### config.mk
export PLATFORM = sky130hd
export DESIGN_NAME = sd_cmd_responder_flat
export DESIGN_NICKNAME = d
export VERILOG_FILES = /design/src/rtl/sd_cmd_responder_if.sv /design/src/rtl/sd_cmd_responder.sv /design/src/flat_wrapper.sv
export SDC_FILE = /design/constraint.sdc
export NUM_CORES = 1
export LEC_CHECK = 0
export CAP_MARGIN = 20
export CORE_MARGIN = 2
export CORE_UTILIZATION = 51
export CTS_CLUSTER_SIZE = 16
export DETAILED_ROUTE_END_ITERATION = 8
export GPL_TIMING_DRIVEN = 1
export PLACE_DENSITY = 0.78
export SLEW_MARGIN = 0
export SYNTH_ARGS = -nofsm -noshare
export SYNTH_HDL_FRONTEND = slang
export SYNTH_SLANG_ARGS = --single-unit
### constraint.sdc
create_clock -name clksd -period 4.9 [get_ports clksd]
set_clock_uncertainty 0.1 [all_clocks]
set_input_delay 0.49 -clock clksd [delete_from_list [all_inputs] [get_ports clksd]]
set_output_delay 0.49 -clock clksd [all_outputs]
set_load 0.02 [all_outputs]
### src/rtl/sd_cmd_responder_if.sv
// CMD line and card-logic handshake signals of the SD card-side command responder.
// Optional input crc_inj_i exists only when SD_CMD_RSP_CRC_INJECT_EN is defined.
interface sd_cmd_responder_if;
  logic         cmd_i;
  logic         cmd_o;
  logic         cmd_oe_o;
  logic         cmd_valid_o;
  logic [5:0]   cmd_index_o;
  logic [31:0]  cmd_arg_o;
  logic         crc_err_o;
  logic         rsp_ready_o;
  logic         rsp_valid_i;
  logic         rsp_long_i;
  logic [127:0] rsp_data_i;
  logic         busy_o;
`ifdef SD_CMD_RSP_CRC_INJECT_EN
  logic         crc_inj_i;
`endif

  modport slave (
    input  cmd_i, rsp_valid_i, rsp_long_i, rsp_data_i,
    output cmd_o, cmd_oe_o, cmd_valid_o, cmd_index_o, cmd_arg_o,
           crc_err_o, rsp_ready_o, busy_o
`ifdef SD_CMD_RSP_CRC_INJECT_EN
    , input crc_inj_i
`endif
  );

  modport master (
    output cmd_i, rsp_valid_i, rsp_long_i, rsp_data_i,
    input  cmd_o, cmd_oe_o, cmd_valid_o, cmd_index_o, cmd_arg_o,
           crc_err_o, rsp_ready_o, busy_o
`ifdef SD_CMD_RSP_CRC_INJECT_EN
    , output crc_inj_i
`endif
  );
endinterface

### src/rtl/sd_cmd_responder.sv
// Card-side SD CMD line: receives 48-bit commands (CRC7 checked), serialises R1/R3/R6/R7 or R2 responses.
// Define SD_CMD_RSP_CRC_INJECT_EN to add crc_inj_i, which corrupts CRC7 bit0 of the accepted response.
module sd_cmd_responder #(
  parameter int NCR     = 2,
  parameter int RSP_TMO = 64
) (
  input  logic                  clksd,
  input  logic                  rst_n,
  sd_cmd_responder_if.slave     bus,
  output logic [2:0]            dbg_state
);

  // Handshake: a response is accepted on the rising edge where rsp_valid_i and rsp_ready_o are both high;
  // rsp_ready_o is high only in S_WAIT_RSP, so rsp_valid_i is ignored everywhere else.

  typedef enum logic [2:0] {
    S_IDLE     = 3'd0,
    S_RX       = 3'd1,
    S_CHECK    = 3'd2,
    S_WAIT_RSP = 3'd3,
    S_NCR      = 3'd4,
    S_TX       = 3'd5
  } state_t;

  state_t         state, state_next;
  logic [7:0]     cnt;
  logic [47:0]    rx_sr;
  logic [135:0]   tx_sr;
  logic           tx_long;
  logic [6:0]     rx_crc;
  logic           frame_ok;
  logic           rsp_accept;
  logic           tx_last;
  logic           inj_bit;
  logic [6:0]     rsp_crc;
  logic [135:0]   rsp_frame;

  function automatic logic [6:0] crc7_step(input logic [6:0] c, input logic b);
    logic fb;
    fb = c[6] ^ b;
    return {c[5:0], 1'b0} ^ (fb ? 7'h09 : 7'h00);
  endfunction

  function automatic logic [6:0] crc7_40(input logic [39:0] d);
    logic [6:0] c;
    c = 7'd0;
    for (int i = 39; i >= 0; i--) c = crc7_step(c, d[i]);
    return c;
  endfunction

  function automatic logic [6:0] crc7_120(input logic [119:0] d);
    logic [6:0] c;
    c = 7'd0;
    for (int i = 119; i >= 0; i--) c = crc7_step(c, d[i]);
    return c;
  endfunction

  always_comb begin
    rx_crc   = crc7_40(rx_sr[47:8]);
    frame_ok = ~rx_sr[47] & rx_sr[46] & rx_sr[0] & (rx_crc == rx_sr[7:1]);
  end

  assign rsp_accept = (state == S_WAIT_RSP) & bus.rsp_valid_i;
  assign tx_last    = tx_long ? (cnt == 8'd135) : (cnt == 8'd47);

`ifdef SD_CMD_RSP_CRC_INJECT_EN
  assign inj_bit = bus.crc_inj_i;
`else
  assign inj_bit = 1'b0;
`endif

  // Both response shapes are left-aligned in tx_sr so TX always shifts out of bit 135.
  always_comb begin
    rsp_crc   = 7'd0;
    rsp_frame = '0;
    if (bus.rsp_long_i) begin
      rsp_crc   = crc7_120(bus.rsp_data_i[127:8]) ^ {6'd0, inj_bit};
      rsp_frame = {2'b00, 6'b111111, bus.rsp_data_i[127:8], rsp_crc, 1'b1};
    end else begin
      rsp_crc   = crc7_40({2'b00, bus.rsp_data_i[37:0]}) ^ {6'd0, inj_bit};
      rsp_frame = {2'b00, bus.rsp_data_i[37:0], rsp_crc, 1'b1, 88'd0};
    end
  end

  always_ff @(posedge clksd) begin
    if (!rst_n) state <= S_IDLE;
    else        state <= state_next;
  end

  always_comb begin
    state_next = state;
    case (state)
      S_IDLE:     if (!bus.cmd_i) state_next = S_RX;
      S_RX:       if (cnt == 8'd46) state_next = S_CHECK;
      S_CHECK:    state_next = frame_ok ? S_WAIT_RSP : S_IDLE;
      S_WAIT_RSP: begin
        if (rsp_accept)                    state_next = S_NCR;
        else if (cnt == 8'(RSP_TMO - 1))   state_next = S_IDLE;
      end
      S_NCR:      if (cnt == 8'(NCR - 1)) state_next = S_TX;
      S_TX:       if (tx_last) state_next = S_IDLE;
      default:    state_next = S_IDLE;
    endcase
  end

  assign bus.cmd_oe_o    = (state == S_TX);
  assign bus.cmd_o       = (state == S_TX) ? tx_sr[135] : 1'b1;
  assign bus.rsp_ready_o = (state == S_WAIT_RSP);
  assign bus.busy_o      = (state != S_IDLE);
  assign dbg_state       = state;

  // One counter serves every timed state; it restarts from zero on each state change.
  always_ff @(posedge clksd) begin
    if (!rst_n) begin
      cnt             <= 8'd0;
      rx_sr           <= 48'd0;
      tx_sr           <= '1;
      tx_long         <= 1'b0;
      bus.cmd_valid_o <= 1'b0;
      bus.crc_err_o   <= 1'b0;
      bus.cmd_index_o <= 6'd0;
      bus.cmd_arg_o   <= 32'd0;
    end else begin
      bus.cmd_valid_o <= 1'b0;
      bus.crc_err_o   <= 1'b0;
      cnt             <= (state_next != state) ? 8'd0 : cnt + 8'd1;
      case (state)
        S_IDLE: rx_sr <= 48'd0;
        S_RX:   rx_sr <= {rx_sr[46:0], bus.cmd_i};
        S_CHECK: begin
          if (frame_ok) begin
            bus.cmd_valid_o <= 1'b1;
            bus.cmd_index_o <= rx_sr[45:40];
            bus.cmd_arg_o   <= rx_sr[39:8];
          end else begin
            bus.crc_err_o   <= 1'b1;
          end
        end
        S_WAIT_RSP: begin
          if (rsp_accept) begin
            tx_sr   <= rsp_frame;
            tx_long <= bus.rsp_long_i;
          end
        end
        S_TX:    tx_sr <= {tx_sr[134:0], 1'b1};
        default: ;
      endcase
    end
  end

endmodule

### src/flat_wrapper.sv
// flat-port wrapper written by rule: the top's interface ports become plain ports
module sd_cmd_responder_flat 
#(
  parameter int NCR     = 2,
  parameter int RSP_TMO = 64
)
  (clksd, rst_n, dbg_state, bus_cmd_i, bus_rsp_valid_i, bus_rsp_long_i, bus_rsp_data_i, bus_cmd_o, bus_cmd_oe_o, bus_cmd_valid_o, bus_cmd_index_o, bus_cmd_arg_o, bus_crc_err_o, bus_rsp_ready_o, bus_busy_o);
  sd_cmd_responder_if bus_i ();
  input  logic clksd;
  input  logic rst_n;
  output logic [2:0] dbg_state;
  input wire logic [$bits(bus_i.cmd_i)-1:0] bus_cmd_i;
  input wire logic [$bits(bus_i.rsp_valid_i)-1:0] bus_rsp_valid_i;
  input wire logic [$bits(bus_i.rsp_long_i)-1:0] bus_rsp_long_i;
  input wire logic [$bits(bus_i.rsp_data_i)-1:0] bus_rsp_data_i;
  output wire logic [$bits(bus_i.cmd_o)-1:0] bus_cmd_o;
  output wire logic [$bits(bus_i.cmd_oe_o)-1:0] bus_cmd_oe_o;
  output wire logic [$bits(bus_i.cmd_valid_o)-1:0] bus_cmd_valid_o;
  output wire logic [$bits(bus_i.cmd_index_o)-1:0] bus_cmd_index_o;
  output wire logic [$bits(bus_i.cmd_arg_o)-1:0] bus_cmd_arg_o;
  output wire logic [$bits(bus_i.crc_err_o)-1:0] bus_crc_err_o;
  output wire logic [$bits(bus_i.rsp_ready_o)-1:0] bus_rsp_ready_o;
  output wire logic [$bits(bus_i.busy_o)-1:0] bus_busy_o;
  assign bus_i.cmd_i = bus_cmd_i;
  assign bus_i.rsp_valid_i = bus_rsp_valid_i;
  assign bus_i.rsp_long_i = bus_rsp_long_i;
  assign bus_i.rsp_data_i = bus_rsp_data_i;
  assign bus_cmd_o = bus_i.cmd_o;
  assign bus_cmd_oe_o = bus_i.cmd_oe_o;
  assign bus_cmd_valid_o = bus_i.cmd_valid_o;
  assign bus_cmd_index_o = bus_i.cmd_index_o;
  assign bus_cmd_arg_o = bus_i.cmd_arg_o;
  assign bus_crc_err_o = bus_i.crc_err_o;
  assign bus_rsp_ready_o = bus_i.rsp_ready_o;
  assign bus_busy_o = bus_i.busy_o;
  sd_cmd_responder #(.NCR(NCR), .RSP_TMO(RSP_TMO)) u_core (.clksd(clksd), .rst_n(rst_n), .bus(bus_i), .dbg_state(dbg_state));
endmodule
-- After elaboration in Yosys (flattened, before gate mapping)
Cells that the tools add are included.
Widths: inputs -> output; s select.
- bits in registers: 236
- input bits: 133
- output and inout bits: 47
- logic and storage cells: 642
- $add $sub $neg: 1
- equality and inequality tests: 13
- multiplexer cells: 214
- bitwise gates (word level): 396
- reduce and logical (&&, ||, !) cells: 9
- operators by type and width (cell ; number):
    $xor 7x7->7 ; 195
    $mux 4 ; 198
    $pmux 136 s2 ; 1
    $xor 1x1->1 ; 192
    $mux 136 ; 1
    $mux 134 ; 1
    $pmux 48 s2 ; 1
    $eq 8x6->1 const B ; 3
    $mux 3 ; 6
    $pmux 3 s6 ; 1
    $add 8x1->8 const B ; 1
    $eq 8x1->1 const B ; 1
    $eq 8x8->1 const B ; 1
    $reduce_and 2->1 ; 4
    $eq 7x7->1 ; 1
    $eq 3x2->1 const B ; 2
    $eq 3x3->1 const B ; 2
    $and 1x1->1 ; 4
    $mux 1 ; 4
    $reduce_bool 2->1 ; 2
    $eq 3x1->1 const B ; 1
    $logic_not 3->1 ; 1
    $ne 3x3->1 ; 1
    $reduce_bool 3->1 ; 1
    other kinds (5) ; 8

-- Logic depth before layout (Yosys ltp)
Gate-level depths: netlist of the first run.
- depth in word-level cells: 360
- gate-level depth with buffers: 15
- gate-level depth less buffers: 14

-- Worst setup path before layout of the first run
No wires, ideal clock.
- path type: input to register
- from: in bus_rsp_data_i[127]
- to: reg u_core.tx_sr[6]
- setup time: 79 ps
- arrival: 5067 ps
- data required time: 4721 ps
- setup slack: -346 ps
- cell stages on the path: 14
- path buffers: 0
- cells stage by stage: xnor3_2 -> xnor3_2 -> xnor2_4 -> xnor3_1 -> xnor3_2 -> xnor3_2 -> xnor3_2 -> xnor2_1 -> xnor2_2 -> xnor3_1 -> xnor2_4 -> xnor3_1 -> xnor2_1 -> o211ai_1
- word-level cells in the longest chain between the ends: 177
- elaborated cells between the ends (all ways): 327
- classes of those cells: 106 x mux; 221 x bitwise
- RTL lines (what ; line ; text):
    from (decl) ; flat_wrapper.sv:15 ; input wire logic [$bits(bus_i.rsp_data_i)-1:0] bus_rsp_data_i;
    $mux 4 * ; sd_cmd_responder.sv:41 ; return {c[5:0], 1'b0} ^ (fb ? 7'h09 : 7'h00);
    $xor 7x7->7 * (3 in a row) ; sd_cmd_responder.sv:41 ;
    $xor 1x1->1 / $xor 7x7->7 (equally long branches) ; sd_cmd_responder.sv:40, sd_cmd_responder.sv:41 ;
    $mux 4 / $xor 7x7->7 (equally long branches) ; sd_cmd_responder.sv:41 ;
    $xor 7x7->7 * (4 in a row) ; sd_cmd_responder.sv:41 ;
    $xor 1x1->1 / $xor 7x7->7 (equally long branches) ; sd_cmd_responder.sv:40, sd_cmd_responder.sv:41 ;
    $mux 4 / $xor 7x7->7 (equally long branches) ; sd_cmd_responder.sv:41 ;
    $xor 7x7->7 * (4 in a row) ; sd_cmd_responder.sv:41 ;
    [... 142 more ...] ; - ;
    $mux 4 / $xor 7x7->7 (equally long branches) ; sd_cmd_responder.sv:41 ;
    $xor 7x7->7 * (7 in a row) ; sd_cmd_responder.sv:41 ;
    $xor 1x1->1 / $xor 7x7->7 (equally long branches) ; sd_cmd_responder.sv:40, sd_cmd_responder.sv:41 ;
    $mux 4 / $xor 7x7->7 (equally long branches) ; sd_cmd_responder.sv:41 ;
    $xor 7x7->7 * (6 in a row) ; sd_cmd_responder.sv:41 ;
    $mux 134 * ; sd_cmd_responder.sv:76 ; if (bus.rsp_long_i) begin
    $mux 136 * ; sd_cmd_responder.sv:140 ; if (rsp_accept) begin
    $pmux 136 s2 * ; sd_cmd_responder.sv:127 ; case (state)
    to (signal assigned) ; sd_cmd_responder.sv:141 ; tx_sr <= rsp_frame;
    to (signal assigned) ; sd_cmd_responder.sv:145 ; S_TX: tx_sr <= {tx_sr[134:0], 1'b1};
    to (decl) ; sd_cmd_responder.sv:28 ; logic [135:0] tx_sr;
Mark *: on every way between the ends. The rest lies on a longest branch, timed or not. The select of a mux whose other input is x is not followed.
A chain may end at the register's enable or synchronous reset.

-- Worst setup path after layout of the first run
- from: in bus_rsp_data_i[125]
- to: reg u_core.tx_sr[7]
- word-level cells in the longest chain between the ends: 177
- elaborated cells between the ends (all ways): 321
- classes of those cells: 103 x mux; 218 x bitwise
- RTL lines (what ; line ; text):
    $xor 1x1->1 * ; sd_cmd_responder.sv:40 ; fb = c[6] ^ b;
    $mux 4 * ; sd_cmd_responder.sv:41 ;
    $xor 7x7->7 * (4 in a row) ; sd_cmd_responder.sv:41 ;
    $xor 1x1->1 / $xor 7x7->7 (equally long branches) ; sd_cmd_responder.sv:40, sd_cmd_responder.sv:41 ;
    $mux 4 / $xor 7x7->7 (equally long branches) ; sd_cmd_responder.sv:41 ;
    $xor 7x7->7 * (4 in a row) ; sd_cmd_responder.sv:41 ;
    $xor 1x1->1 / $xor 7x7->7 (equally long branches) ; sd_cmd_responder.sv:40, sd_cmd_responder.sv:41 ;
    $mux 4 / $xor 7x7->7 (equally long branches) ; sd_cmd_responder.sv:41 ;
    [... 143 more ...] ; - ;
    $mux 4 / $xor 7x7->7 (equally long branches) ; sd_cmd_responder.sv:41 ;
    $xor 7x7->7 * (7 in a row) ; sd_cmd_responder.sv:41 ;
    $xor 1x1->1 / $xor 7x7->7 (equally long branches) ; sd_cmd_responder.sv:40, sd_cmd_responder.sv:41 ;
    $mux 4 / $xor 7x7->7 (equally long branches) ; sd_cmd_responder.sv:41 ;
    $xor 7x7->7 * (7 in a row) ; sd_cmd_responder.sv:41 ;
    $mux 134 * ; sd_cmd_responder.sv:76 ;
    $mux 136 * ; sd_cmd_responder.sv:140 ;
    $pmux 136 s2 * ; sd_cmd_responder.sv:127 ;
Marks and branches as above.

==> results.yml, run 1 <==
run_status:
  status: "finished with violations"
  violations: "negative setup slack"
cells_and_area:
  fin_nets: 1926
  area_growth_pct: 32.5
  num-fill-cells: 1968
  layout-drive-gt1-share: 0.166
global_routing:
  overflow: 0
  grt_max_degree: 119
  grt_antenna_before_repair: 2
  grt_pass1_wl_um: 64700
  grt_usage: 0.284
  first_global_vias: 12205
yosys:
  synth-edff-count: 0
  synth_cells: 1540
  synthTopCellsByCount: "dfxtp_1 (236), xnor2_1 (235), nand2_1 (166), nand3_1 (149), nor2_1 (125)"
  ys.flop_type: "dfxtp_1"
  synthesis.nets: 1676
  ys_seq_area_frac: 0.340
  async_flop_share: 0
  yosysWarnings: 0
  yosys.area.top_type: "dfxtp_1"
  synth_top_area_share: 0.340
  synthTopCellsByArea: "dfxtp_1 (34%), xnor2_1 (15%), xnor3_1 (7.6%), nand3_1 (5.4%), xor2_1 (5.1%)"
  synth_cell_type_count: 43
  synth.most_common_cell: "dfxtp_1"
  yosys_register_bits: 236
  syn_area_per_cell_um2: 9.01
  netlist_area_um2: 13900
critical_path:
  startpoint_type: "input pin"
  r2r_setup_slack_ps: 1130
  ff2ff_path_depth: 14
  r2r_end: "u_core.bus.cmd_arg_o[27]"
  criticalPathCategory: "input pin to register"
  reg2reg_from: "u_core.rx_sr[44]"
  arrival_ps: 5540
  cp.required_ps: 5230
  cp_max_fo: 3
  endpoint_kind: "register"
route:
  wire_per_inst_um: 20.4
  maxUsedRoutingLayer: "met4"
  drc: 0
  wl_met2_um: 21700
  drt_wl_total_um: 44000
  route.met3.wl_um: 3360
  wl_met1_um: 16500
  drt_iter0_markers: 1543
  ant_nets: 0
  via_count: 12669
  viasPerCell: 5.88
  firstDrtPassIters: 8
sta:
  finalSetupTns_ps: -1390
  setup_viol: 7
  rsz0062_at_grt: "true"
  tightest_slew_ps: 1010
  fmax_ghz: 0.192
  finalWorstSetupSlack_ps: -309
  final-hold-violation-count: 0
  slew_viol_final: 0
  period_needed_ps: 5210
  finalCritPeriodShare: 1.06
  slew_headroom: 0.324
floorplan:
  initial_core_util: 0.517
  ios: 180
  die_h_um: 169
  fp-row-count: 60
  core_um2: 26900
  die_w_um: 169
  fp.dieArea_um2: 28600
cts:
  clkSlewWorstSetupHoldPaths_ps: 60
  cts_max_level: 1
  numCtsBuffers: 26
  cts_tree: "yes"
  clockBufferDepth: 3
  clock_latency_ps: 540
  clock_sinks: 236
  root_buffer: "clkbuf_16"
  cts_hold_buffers: 0
flow_run:
  cap_violations: 0
worst_hold_path:
  hp-class: "input pin to register"
  hold_end: "u_core.tx_sr[103]"
  hp-start: "rst_n"
  holdPathStages: 2
placement:
  dp_hpwl_um: 27800
  io_buffers: 179
  dp_slack_ps: -882
  gp_congestion: 0.919
-- per-stage QoR --
step,area (um^2),util,hold slack [ps],std cells
2_1_floorplan,14000,-,331,1540
3_3_place_gp,16700,0.620,349,2063
3_5_place_dp,16700,0.620,356,2063
4_1_cts,18000,0.671,66.1,2134
6_report,18400,0.684,74.8,2155
5_1_grt,18400,0.684,80.0,2153
-- flip-flops by register name, indices dropped and copies added (netlist names) --
signal,cells
u_core.bus.cmd_arg_o,32
u_core.bus.cmd_index_o,6
u_core.bus.cmd_valid_o,1
u_core.bus.crc_err_o,1
u_core.cnt,8
u_core.dbg_state,3
u_core.rx_sr,48
u_core.tx_long,1
u_core.tx_sr,136
-- placed cells by master (no fill, tap or decap), drive strengths merged, types with 5 or more instances in the layout --
cell           count
xor3               5
o211ai            14
o21ai             42
a22oi             82
xnor2            248
a211oi            28
nand3            149
nor2             125
dlymetal6s2s      11
mux2i             64
a21oi             96
clkdlybuf4s50    152
nand2            166
xnor3             54
clkinv             5
xor2              82
clkbuf            44
dfxtp            236
buf              154
-- final cells by class --
type	instances	area, um^2	share of cell area
repair buffers	328	2980	0.162
well taps	341	427	0.0232
diodes	4	10.0	0.000544
flip-flops and latches	236	4730	0.257
multi-input cells	1194	9330	0.507
inverters	4	18.8	0.00102
clock buffers	38	777	0.0423
clock inverters	10	118	0.00640
-- how the worst max path moves through the flow --
stage          depth (start not counted)                 from              end  slack (ps)
2_1_floorplan                         14  bus_rsp_data_i[127]  u_core.tx_sr[7]          10
3_3_place_gp                          15  bus_rsp_data_i[121]  u_core.tx_sr[7]        -620
3_5_place_dp                          15  bus_rsp_data_i[127]  u_core.tx_sr[6]        -880
4_1_cts                               19  bus_rsp_data_i[119]  u_core.tx_sr[6]         -90
5_1_grt                               21  bus_rsp_data_i[126]  u_core.tx_sr[4]        -390
6_report                              19  bus_rsp_data_i[125]  u_core.tx_sr[7]        -310
-- worst max-delay path, cell delays in order --
cell and delay (ps):
clkdlybuf4s15_1 340, xnor2_2 280, xnor2_2 150, xnor3_2 530
xor3_2 420, buf_4 150, buf_4 160, xor2_2 190
xnor2_2 240, xnor3_2 400, xnor2_2 280, xnor3_1 310
buf_4 160, xnor3_2 440, buf_6 160, xnor2_4 200
xnor2_2 150, xnor3_1 270, a21o_1 200
-- cells by family after synthesis --
| logic type | count (synthesis) | share of synthesized area |
|---|---|---|
| and+or+nand+nor | 467 | 0.145 |
| xor gates and xnor gates | 389 | 0.314 |
| AOI/OAI and AO/OA | 271 | 0.122 |
| DFF | 236 | 0.340 |
| buffers and inverters | 110 | 0.0297 |
| muxes | 64 | 0.0461 |
| adders and majority gates | 3 | 0.00270 |
-- routing by layer --
layer / GRT usage / vias to the layer above
met5: 0 / -
met4: 0.143 / 0
met3: 0.0423 / 174
met2: 0.492 / 675
met1: 0.344 / 6048
li1: - / 5772
-- repair_timing --
action,4_1_cts,5_1_grt
setup buffers,25,16
endpoints found under the hold margin,0,0
pin swaps,46,40
gates resized for setup,70,52
gates cloned,0,0
endpoints found under the setup margin,7,7
Power of run 1 is left out: the tool's default activity adds up to more than one toggle a clock period on the data nets, which glitch-free logic cannot reach.
==> inputs of run 2 (changes only) <==
CELL_PAD_IN_SITES_DETAIL_PLACEMENT = 1   (was default)
CELL_PAD_IN_SITES_GLOBAL_PLACEMENT = 1   (was default)
CORE_UTILIZATION = 39   (was 51)
PLACE_DENSITY = 0.84   (was 0.78)
SLEW_MARGIN = default   (was 0)
==> results.yml, run 2 (synthesized netlist as in run 1, its figures left out) <==
run_status:
  status: "finished with violations"
  violations: "negative setup slack"
global_routing:
  grt_usage: 0.308
  overflow: 0
  grt_max_degree: 119
  grt_pass1_wl_um: 86500
  grt_antenna_before_repair: 4
  first_global_vias: 14214
cells_and_area:
  fin_area_um2: 19300
  final_cell_mix: "dfxtp_1 (235), xnor2_1 (169), nand2_1 (165)"
  fin_nets: 1956
  largestRegisters: "u_core.tx_sr x136, u_core.rx_sr x48, u_core.bus.cmd_arg_o x32"
  largest_register_ffs: 136
  largest-register: "u_core.tx_sr"
  num-fill-cells: 3831
  area_growth_pct: 39.0
  layout-drive-gt1-share: 0.209
  layout_commonest_cell: "dfxtp_1"
cts:
  clock_sinks: 236
  clock_latency_ps: 570
  cts_tree: "yes"
  numCtsBuffers: 27
  clockBufferDepth: 3
  root_buffer: "clkbuf_16"
  cts_max_level: 1
  cts_hold_buffers: 0
  clkSlewWorstSetupHoldPaths_ps: 80
critical_path:
  cp.required_ps: 5240
  criticalPathCategory: "input pin to register"
  crit_path_cell_trace: "buf_6, xnor3_2, buf_6, buf_6, xnor3_2, buf_6, xor2_4, xnor2_2, xnor3_2, xnor3_1, buf_4, xnor3_2, xnor3_2, buf_4, xnor2_1, xnor2_1, xnor3_2, a21o_1"
  path_delay_family: "XOR/XNOR gates"
  startpoint_type: "input pin"
  cp_max_fo: 3
  endpoint_kind: "register"
  worst-path-buf-inv: 6
  arrival_ps: 6890
  cp_common_cell: "xnor3_2"
  slowest_stage: "xnor2_1"
  slowest_delay_ps: 910
sta:
  tightest_slew_ps: 1190
  rsz0062_at_grt: "true"
  slew_viol_final: 0
  fmax_ghz: 0.153
  setup_viol: 7
  finalWorstSetupSlack_ps: -1640
  finalSetupTns_ps: -7920
  finalCritPeriodShare: 1.34
  period_needed_ps: 6540
  slew_headroom: 0.209
  final-hold-violation-count: 0
route:
  wire_per_inst_um: 30.2
  firstDrtPassIters: 6
  via_count: 14287
  drc: 0
  ant_nets: 0
  viasPerCell: 6.20
  drt_wl_total_um: 69700
  drt_iter0_markers: 1567
placement:
  gp_congestion: 0.889
  dp_hpwl_um: 34100
  dp_slack_ps: -1110
  io_buffers: 179
  dpl-instance-area_um2: 16800
floorplan:
  fp.dieArea_um2: 37100
  core_um2: 35300
  fp-row-count: 69
  die_w_um: 193
  die_h_um: 193
  initial_core_util: 0.393
  ios: 180
worst_hold_path:
  hp-class: "input pin to register"
flow_run:
  cap_violations: 0
==> run 2: changes by cell type in the layout (fill, tap and decap cells not counted), moves of 4 or more <==
cell,change
clkinv_2,+6
xor2_4,+5
dlygate4sd2_1,+4
dlymetal6s2s_1,-6
buf_4,+5
buf_6,+25
xor2_1,-8
xnor2_4,+17
xnor3_1,-13
xnor2_1,-25
xnor2_2,+8
xnor3_2,+13
clkdlybuf4s50_1,-5
==> run 2: metal layers <==
layer | vias to the layer above | GRT usage | share of wire
li1 | 5831 | - | -
met1 | 6891 | 0.340 | 0.33
met2 | 1120 | 0.529 | 0.46
met3 | 445 | 0.0573 | 0.10
met4 | 0 | 0.224 | 0.10
met5 | - | 0 | 0
==> run 2: what timing repair did <==
item | CTS | global route
endpoints found under the setup margin | 7 | 7
gates resized for setup | 130 | 119
setup buffers | 38 | 35
pin swaps | 64 | 74
cloned | 0 | 0
==> run 2: final cells by class <==
| cell class | instances | area [um^2] | area share |
|---|---|---|---|
| repair buffers | 357 | 3280 | 0.170 |
| clock buffers | 37 | 743 | 0.0385 |
| flip-flops and latches | 236 | 4730 | 0.245 |
| diodes | 4 | 10.0 | 0.000519 |
| inverters | 4 | 18.8 | 0.000972 |
| multi-input cells | 1194 | 9850 | 0.510 |
| clock inverters | 13 | 98.8 | 0.00512 |
| well taps | 461 | 577 | 0.0299 |
==> run 2: worst reg2reg max path, delay by kind of cell, from the launching register on <==
kind            cells  cell delay, ps
buf+inv             1             340
flops               1             490
mux                 1             220
simple gates        3             740
xor+xnor            8            1790
compound gates      1             210
==> run 2: path summary, 6_finish.rpt <==
path / startpoint / endpoint / depth (start not counted) / slack (ps)
setup / recovery: bus_rsp_data_i[119] / u_core.tx_sr[7] / 18 / -1640
hold / removal: rst_n / u_core.bus.crc_err_o / 3 / 120
setup reg to reg: u_core.rx_sr[43] / u_core.bus.cmd_arg_o[21] / 14 / 880
hold reg to reg: u_core.tx_sr[135] / u_core.tx_sr[135] / 2 / 380
==> run 2: stage by stage <==
step	hold slack, ps	std cells	utilization
3_3_place_gp	351	2182	0.476
6_report	116	2306	0.547
2_1_floorplan	331	1540	-
3_5_place_dp	357	2182	0.476
4_1_cts	105	2269	0.521
5_1_grt	128	2304	0.546
Power of run 2 is left out for the same reason.
==> inputs of run 3 (changes only) <==
SKIP_CTS_REPAIR_TIMING = 1   (was default)
==> results.yml, run 3 (synthesized netlist as in run 1, its figures left out) <==
sta:
  slew_headroom: 0.258
  finalCritPeriodShare: 1.15
  finalSetupTns_ps: -3730
  rsz0062_at_grt: "true"
  tightest_slew_ps: 1110
  slew_viol_final: 0
  finalWorstSetupSlack_ps: -744
  fmax_ghz: 0.177
  setup_viol: 7
  final-hold-violation-count: 0
  period_needed_ps: 5640
cts:
  clock_latency_ps: 570
  numCtsBuffers: 27
  clkSlewWorstSetupHoldPaths_ps: 70
  cts_tree: "yes"
  cts_max_level: 1
  root_buffer: "clkbuf_16"
  clockBufferDepth: 3
  clock_sinks: 236
route:
  wire_per_inst_um: 25.9
  drc: 0
  drt_wl_total_um: 59000
  drt_iter0_markers: 1130
  firstDrtPassIters: 5
  ant_nets: 0
  via_count: 13472
  viasPerCell: 5.92
cells_and_area:
  area_growth_pct: 33.5
  fin_nets: 1926
  largestRegisters: "u_core.tx_sr x136, u_core.rx_sr x48, u_core.bus.cmd_arg_o x32"
  largest-register: "u_core.tx_sr"
  layout_commonest_cell: "dfxtp_1"
  largest_register_ffs: 136
  fin_area_um2: 18500
  layout-drive-gt1-share: 0.167
  final_cell_mix: "dfxtp_1 (235), xnor2_1 (195), nand2_1 (165)"
global_routing:
  first_global_vias: 13348
  grt_max_degree: 119
  grt_pass1_wl_um: 74900
  grt_usage: 0.259
  grt_antenna_before_repair: 4
  overflow: 0
critical_path:
  cp_max_fo: 3
  cp.required_ps: 5260
  endpoint_kind: "register"
  cp_common_cell: "xnor3_2"
  slowest_stage: "xnor2_1"
  startpoint_type: "input pin"
  criticalPathCategory: "input pin to register"
  crit_path_cell_trace: "buf_6, xnor3_2, buf_12, xnor3_2, xor2_2, xnor3_2, buf_6, xnor2_4, xnor2_2, buf_4, xnor3_1, xnor3_2, xor2_4, buf_4, xnor2_1, xnor2_1, xnor3_1, a21o_1"
  arrival_ps: 6000
  slowest_delay_ps: 640
placement:
  dp_hpwl_um: 34100
  io_buffers: 179
  gp_congestion: 0.889
  dpl-instance-area_um2: 16800
run_status:
  violations: "negative setup slack"
  status: "finished with violations"
worst_hold_path:
  hp-class: "input pin to register"
flow_run:
  cap_violations: 0
floorplan:
  ios: 180
  core_um2: 35300
  fp-row-count: 69
  initial_core_util: 0.393
  die_h_um: 193
  fp.dieArea_um2: 37100
  die_w_um: 193
## run 3: cell types whose count changed in the layout (fill, tap and decap cells not counted), moves of 10 or more
cell,previous run,this run
dlymetal6s2s_1,5,19
xnor2_2,48,38
xnor2_1,169,195
buf_6,34,13
xnor2_4,31,15
## run 3: path summary, 6_finish.rpt
path / cells past startpoint / startpoint / end / slack [ps]
min: 3 / rst_n / u_core.bus.crc_err_o / 120
max: 18 / bus_rsp_data_i[119] / u_core.tx_sr[7] / -740
min reg2reg: 2 / u_core.tx_sr[135] / u_core.tx_sr[135] / 380
max reg2reg: 14 / u_core.rx_sr[43] / u_core.bus.cmd_index_o[3] / 900
## run 3: area by class of cell
class | count | area, um^2
antenna | 5 | 12.5
clock buffer | 37 | 743
clock inverter | 13 | 98.8
fill | 3895 | 16800
inverter | 4 | 18.8
multi-input combinational | 1194 | 9340
sequential | 236 | 4730
tap | 461 | 577
timing repair buffer | 327 | 3010
## run 3: worst max-delay path: cells and delay by family
family          cells  cell delay [ps]
buf+inv             5              720
compound gates      1              240
xor+xnor           12             4510
## run 3: per-stage QoR
stage | setup WS (ps) | instances | hold slack (ps) | utilization
finish | -744 | 2277 | 120 | 0.525
global route | -790 | 2276 | 131 | 0.525
CTS | -678 | 2232 | 105 | 0.499
detailed placement | -1110 | 2182 | 357 | 0.476
global placement | -656 | 2182 | 351 | 0.476
floorplan | 14.7 | 1540 | 331 | -
## run 3: layer usage
metal | up-vias | track usage | routed length, um
met4 | 0 | 0.129 | 4700
met2 | 813 | 0.464 | 28600
met3 | 315 | 0.0386 | 4520
met1 | 6557 | 0.299 | 21100
li1 | 5787 | - | -
met5 | - | 0 | 0
Power of run 3 is left out for the same reason.
